## config.mk

```make
export PLATFORM = sky130hd
export DESIGN_NAME = regfile_write_queue
export DESIGN_NICKNAME = d
export VERILOG_FILES = /design/src/rtl/regfile_write_queue.sv
export SDC_FILE = /design/constraint.sdc
export NUM_CORES = 1
export LEC_CHECK = 0
export CELL_PAD_IN_SITES_DETAIL_PLACEMENT = 1
export CELL_PAD_IN_SITES_GLOBAL_PLACEMENT = 1
export CORE_UTILIZATION = 50
export CTS_BUF_LIST = sky130_fd_sc_hd__clkbuf_16
export DETAILED_ROUTE_END_ITERATION = 16
export PLACE_DENSITY_LB_ADDON = 0.2
export SLEW_MARGIN = 20
export SYNTH_ARGS = -nofsm -noshare
export SYNTH_HDL_FRONTEND = slang
export SYNTH_SLANG_ARGS = --single-unit
```

## constraint.sdc

```tcl
create_clock -name i_clk -period 5.1 [get_ports i_clk]
set_input_delay 1.275 -clock i_clk [delete_from_list [all_inputs] [get_ports i_clk]]
set_output_delay 1.275 -clock i_clk [all_outputs]
set_load 0.03 [all_outputs]
```

## src/rtl/regfile_write_queue.sv

```systemverilog
// Write queue in front of the 8-entry register file write port.
// Buffers writeback requests, drains one per cycle, forwards pending data.
module regfile_write_queue #(
  parameter  int DEPTH = 4,
  parameter  int AW    = 5,
  parameter  int DW    = 32,
  localparam int PW    = $clog2(DEPTH),
  localparam int CW    = PW + 1
) (
  input  logic          i_clk,
  input  logic          i_rst_n,
  input  logic          i_req_valid,
  output logic          o_req_ready,
  input  logic [AW-1:0] i_req_addr,
  input  logic [DW-1:0] i_req_data,
  input  logic          i_hold,
  output logic [AW-1:0] o_a3,
  output logic          o_we3,
  output logic [DW-1:0] o_wd3,
  input  logic [AW-1:0] i_a1,
  input  logic [AW-1:0] i_a2,
  output logic          o_hit1,
  output logic          o_hit2,
  output logic [DW-1:0] o_fwd1,
  output logic [DW-1:0] o_fwd2,
  output logic [CW-1:0] o_count,
  output logic          o_badaddr
);

  logic [AW-1:0] r_mem_addr [DEPTH];
  logic [DW-1:0] r_mem_data [DEPTH];
  logic [PW-1:0] r_wptr;
  logic [PW-1:0] r_rptr;
  logic [CW-1:0] r_count;
  logic [AW-1:0] r_a3;
  logic [DW-1:0] r_wd3;
  logic          r_we3;
  logic          r_bad;

  logic          w_ready;
  logic          w_acc;
  logic          w_bad;
  logic          w_push;
  logic          w_pop;
  logic [PW-1:0] w_idx;
  logic          w_hit1;
  logic          w_hit2;
  logic [DW-1:0] w_fwd1;
  logic [DW-1:0] w_fwd2;

  assign w_ready = i_rst_n & (r_count < CW'(DEPTH));
  assign w_acc   = i_req_valid & w_ready;
  assign w_bad   = |i_req_addr[AW-1:3];
  assign w_push  = w_acc & ~w_bad;
  assign w_pop   = ~i_hold & (r_count != '0);

  always_ff @(posedge i_clk or negedge i_rst_n) begin
    if (!i_rst_n) begin
      for (int i = 0; i < DEPTH; i++) begin
        r_mem_addr[i] <= '0;
        r_mem_data[i] <= '0;
      end
      r_wptr  <= '0;
      r_rptr  <= '0;
      r_count <= '0;
      r_we3   <= 1'b0;
      r_a3    <= '0;
      r_wd3   <= '0;
      r_bad   <= 1'b0;
    end else begin
      r_bad <= w_acc & w_bad;
      if (w_push) begin
        r_mem_addr[r_wptr] <= i_req_addr;
        r_mem_data[r_wptr] <= i_req_data;
        r_wptr             <= r_wptr + PW'(1);
      end
      r_we3 <= w_pop;
      if (w_pop) begin
        r_a3   <= r_mem_addr[r_rptr];
        r_wd3  <= r_mem_data[r_rptr];
        r_rptr <= r_rptr + PW'(1);
      end
      unique case ({w_push, w_pop})
        2'b10:   r_count <= r_count + CW'(1);
        2'b01:   r_count <= r_count - CW'(1);
        default: r_count <= r_count;
      endcase
    end
  end

  // Walk oldest to youngest so the youngest match is left standing.
  always_comb begin
    w_idx  = '0;
    w_hit1 = r_we3 && (r_a3 == i_a1);
    w_hit2 = r_we3 && (r_a3 == i_a2);
    w_fwd1 = w_hit1 ? r_wd3 : '0;
    w_fwd2 = w_hit2 ? r_wd3 : '0;
    for (int i = 0; i < DEPTH; i++) begin
      w_idx = r_rptr + PW'(i);
      if (CW'(i) < r_count) begin
        if (r_mem_addr[w_idx] == i_a1) begin
          w_hit1 = 1'b1;
          w_fwd1 = r_mem_data[w_idx];
        end
        if (r_mem_addr[w_idx] == i_a2) begin
          w_hit2 = 1'b1;
          w_fwd2 = r_mem_data[w_idx];
        end
      end
    end
  end

  assign o_req_ready = w_ready;
  assign o_a3        = r_a3;
  assign o_we3       = r_we3;
  assign o_wd3       = r_wd3;
  assign o_hit1      = w_hit1;
  assign o_hit2      = w_hit2;
  assign o_fwd1      = w_fwd1;
  assign o_fwd2      = w_fwd2;
  assign o_count     = r_count;
  assign o_badaddr   = r_bad;

endmodule

```

==> results.json <==
{
  "ys_top_cells_by_count": "194 x dfrtp_1, 146 x nand2_1, 144 x mux2_2",
  "hp-class": "register to register",
  "ant_nets": 0,
  "track_usage": 0.370,
  "hold_viol": 0,
  "root_buffer": "clkbuf_16",
  "first_pass_iters": 5,
  "arrival_ps": 3850,
  "hold_buffers": 0,
  "fin_nets": 1466,
  "fillers": 2826,
  "drive_gt1_frac": 0.383,
  "synth.distinct_cells": 50,
  "skew_ps": 18.5,
  "grt_max_degree": 134,
  "clkSinkCount": 194,
  "h-tree-depth": 4,
  "cp_max_fo": 10,
  "syn_area_per_cell_um2": 11.5,
  "cp-start-kind": "input port",
  "initial_core_util": 0.514,
  "grt_overflow_total": 0,
  "wl_per_cell_um": 29.7,
  "dp_hpwl_mm": 33.2,
  "power_frac_clock": 0.139,
  "area_growth_pct": 24.7,
  "report.final.slew_viol_count": 0,
  "synth_ff_type": "dfrtp_1",
  "min_path_cells": 1,
  "tightestPinTransition_ps": 951,
  "grt_pass1_vias": 13752,
  "r2r_slack_ps": 2440,
  "cts_buffer_depth": 2,
  "final_area_mm2": 0.0179,
  "slowest_stage": "clkdlybuf4s50_1",
  "port_buffers": 159,
  "syn-cell-area_mm2": 0.0144,
  "synth_top_area_frac": 0.337,
  "worstRegToRegCells": 7,
  "syn_inst": 1251,
  "fin_hold_ws_ps": 538,
  "antenna_found_initial": 1,
  "internal_power_uw": 5590,
  "fin_ws_ps": -20.8,
  "path_cells": "clkdlybuf4s50_1 -> xnor2_1 -> nand4_2 -> buf_4 -> nor3_1 -> nor3_1 -> a211o_1 -> buf_4",
  "rows": 61,
  "drv_cap": 0,
  "die_h_um": 172,
  "routed_via_density": 7.28,
  "synth_seq_cells": 194,
  "r2r-start": "o_count[2]",
  "critPathKind": "input port to primary output",
  "p_per_area_mw_per_mm2": 565,
  "synth_seq_area_share": 0.337,
  "place_area_mm2": 0.0170,
  "drc": 0,
  "peakVddDrop_uv": 427,
  "p_switching_uw": 4540,
  "sequentialPowerShare": 0.287,
  "ioPinCount": 160,
  "comb_power_share": 0.573,
  "leakagePower_uw": 0.00780,
  "grt_first_pass_wirelength_mm": 81.2,
  "vias": 13096,
  "clk_pin_slew_ps": 70,
  "yosysMostFrequentCell": "dfrtp_1",
  "slew_headroom": 0.364,
  "cpPeakStageDelay_ps": 600,
  "ys_warn_count": 0,
  "cts_tree": "yes",
  "fin_crit_sh": 1.00,
  "synth_edf_count": 0,
  "period_minus_slack_ps": 5120,
  "fmax_ghz": 0.195,
  "synth.net_count": 1311,
  "setup_violations": 1,
  "drtIter0Drc": 1528,
  "worstPathRequired_ps": 3830,
  "wirelength_mm": 53.4,
  "worst_skew_pair.late_latency_ps": 460,
  "endpoint_kind": "primary output",
  "die-area_mm2": 0.0295,
  "sw_frac_of_total": 0.448,
  "synthTopCellsByArea": "dfrtp_1 34%, mux4_2 21%, mux2_2 11%",
  "yosysTopAreaCell": "dfrtp_1",
  "place.gp.congestion": 0.918,
  "core-area_mm2": 0.0280,
  "status": "finished, violations left",
  "dp_slack_ps": -38.0,
  "fp.dieW_um": 172,
  "numCtsBuffers": 17,
  "crit_start": "i_a2[0]",
  "min_from": "r_mem_data[72]",
  "failed_checks": "negative setup slack",
  "synthArstFlopShare": 1.00
}
power by group through the flow:
stage	clock network (uW)	logic (uW)	registers [uW]
finish	1410	5810	2910
global route	1460	6100	2990
CTS	1410	5640	2860
detailed placement	0	5550	2870
global placement	0	5360	2780
floorplan	0	3860	2710
layout make-up:
cell class / count / area (um^2) / share of cell area
multi-input cells: 919 / 9150 / 0.510
flip-flops and latches: 194 / 4860 / 0.271
repair buffers: 266 / 2830 / 0.158
well taps: 378 / 473 / 0.0264
clock buffers: 17 / 425 / 0.0237
clock inverters: 15 / 168 / 0.00935
inverters: 8 / 33.8 / 0.00188
diodes: 1 / 2.50 / 0.000139
routing by layer:
metal	vias up	wire, um	GRT usage
li1	5207	-	-
met5	-	0	0
met3	232	5170	0.0780
met2	942	25800	0.591
met4	0	2560	0.212
met1	6715	19800	0.468
flip-flops by register name (all words and copies together), names as in the netlist:
register / flops
r_mem_data: 128
o_wd3: 32
r_mem_addr: 20
o_a3: 5
o_count: 3
r_rptr: 2
r_wptr: 2
o_badaddr: 1
o_we3: 1
layout by cell type, fill, tap and decap left out, drive strengths merged, types with 3 or more instances in the layout:
cell type,synthesis,routed
and2,27,27
nor2b,5,5
clkinv,0,6
nor4,6,6
xnor2,34,34
nand3,53,53
xor2,27,27
mux2,144,144
mux2i,18,18
mux4,136,136
o21ai,5,5
a221oi,48,48
inv,8,13
dlymetal6s2s,0,4
o211ai,64,64
clkdlybuf4s50,0,88
nand2,146,146
nor3,39,39
a21oi,8,8
a221o,16,16
dfrtp,194,194
clkbuf,76,19
nand4,4,4
o311ai,31,31
o21a,3,3
buf,54,172
nor2,40,40
clkinvlp,0,3
a211o,18,18
nand2b,3,3
and3,19,19
ha,9,9
worst paths after layout:
kind | end
max | o_fwd2[9]
max reg2reg | r_mem_data[46]
min in group asynchronous | o_a3[4]
max in group asynchronous | o_wd3[10]
min reg2reg | r_mem_data[72]
min | r_mem_data[72]
critical path, delay by kind of cell:
family	cells	cell delay, ps
buf+inv	3	1140
xor+xnor	1	310
compound gates	1	360
simple gates	3	740
through the flow:
stage	TNS, ps	util	power [uW]	instances
floorplan	0	-	6570	1251
global placement	0	0.607	8140	1753
detailed placement	-38.0	0.607	8420	1753
CTS	-6.36	0.630	9910	1785
global route	-34.2	0.641	10500	1798
finish	-20.8	0.641	10100	1798
timing repair:
item	CTS	global route
setup buffers	0	11
pin swaps	5	8
cloned	0	1
endpoints found under the setup margin	16	33
resized for setup	10	31
kinds of logic (layout without fill, tap and decap cells):
logic type,Yosys count,in the layout,synth area share
and+or+nand+nor,346,346,0.112
muxes,298,298,0.339
other,0,1,0
AOI/OAI and AO/OA,205,205,0.121
buffers and inverters,138,306,0.0456
adders and majority gates,9,9,0.00783
DFF,194,194,0.337
xor gates and xnor gates,61,61,0.0371
(Power assumes the default switching activity.)
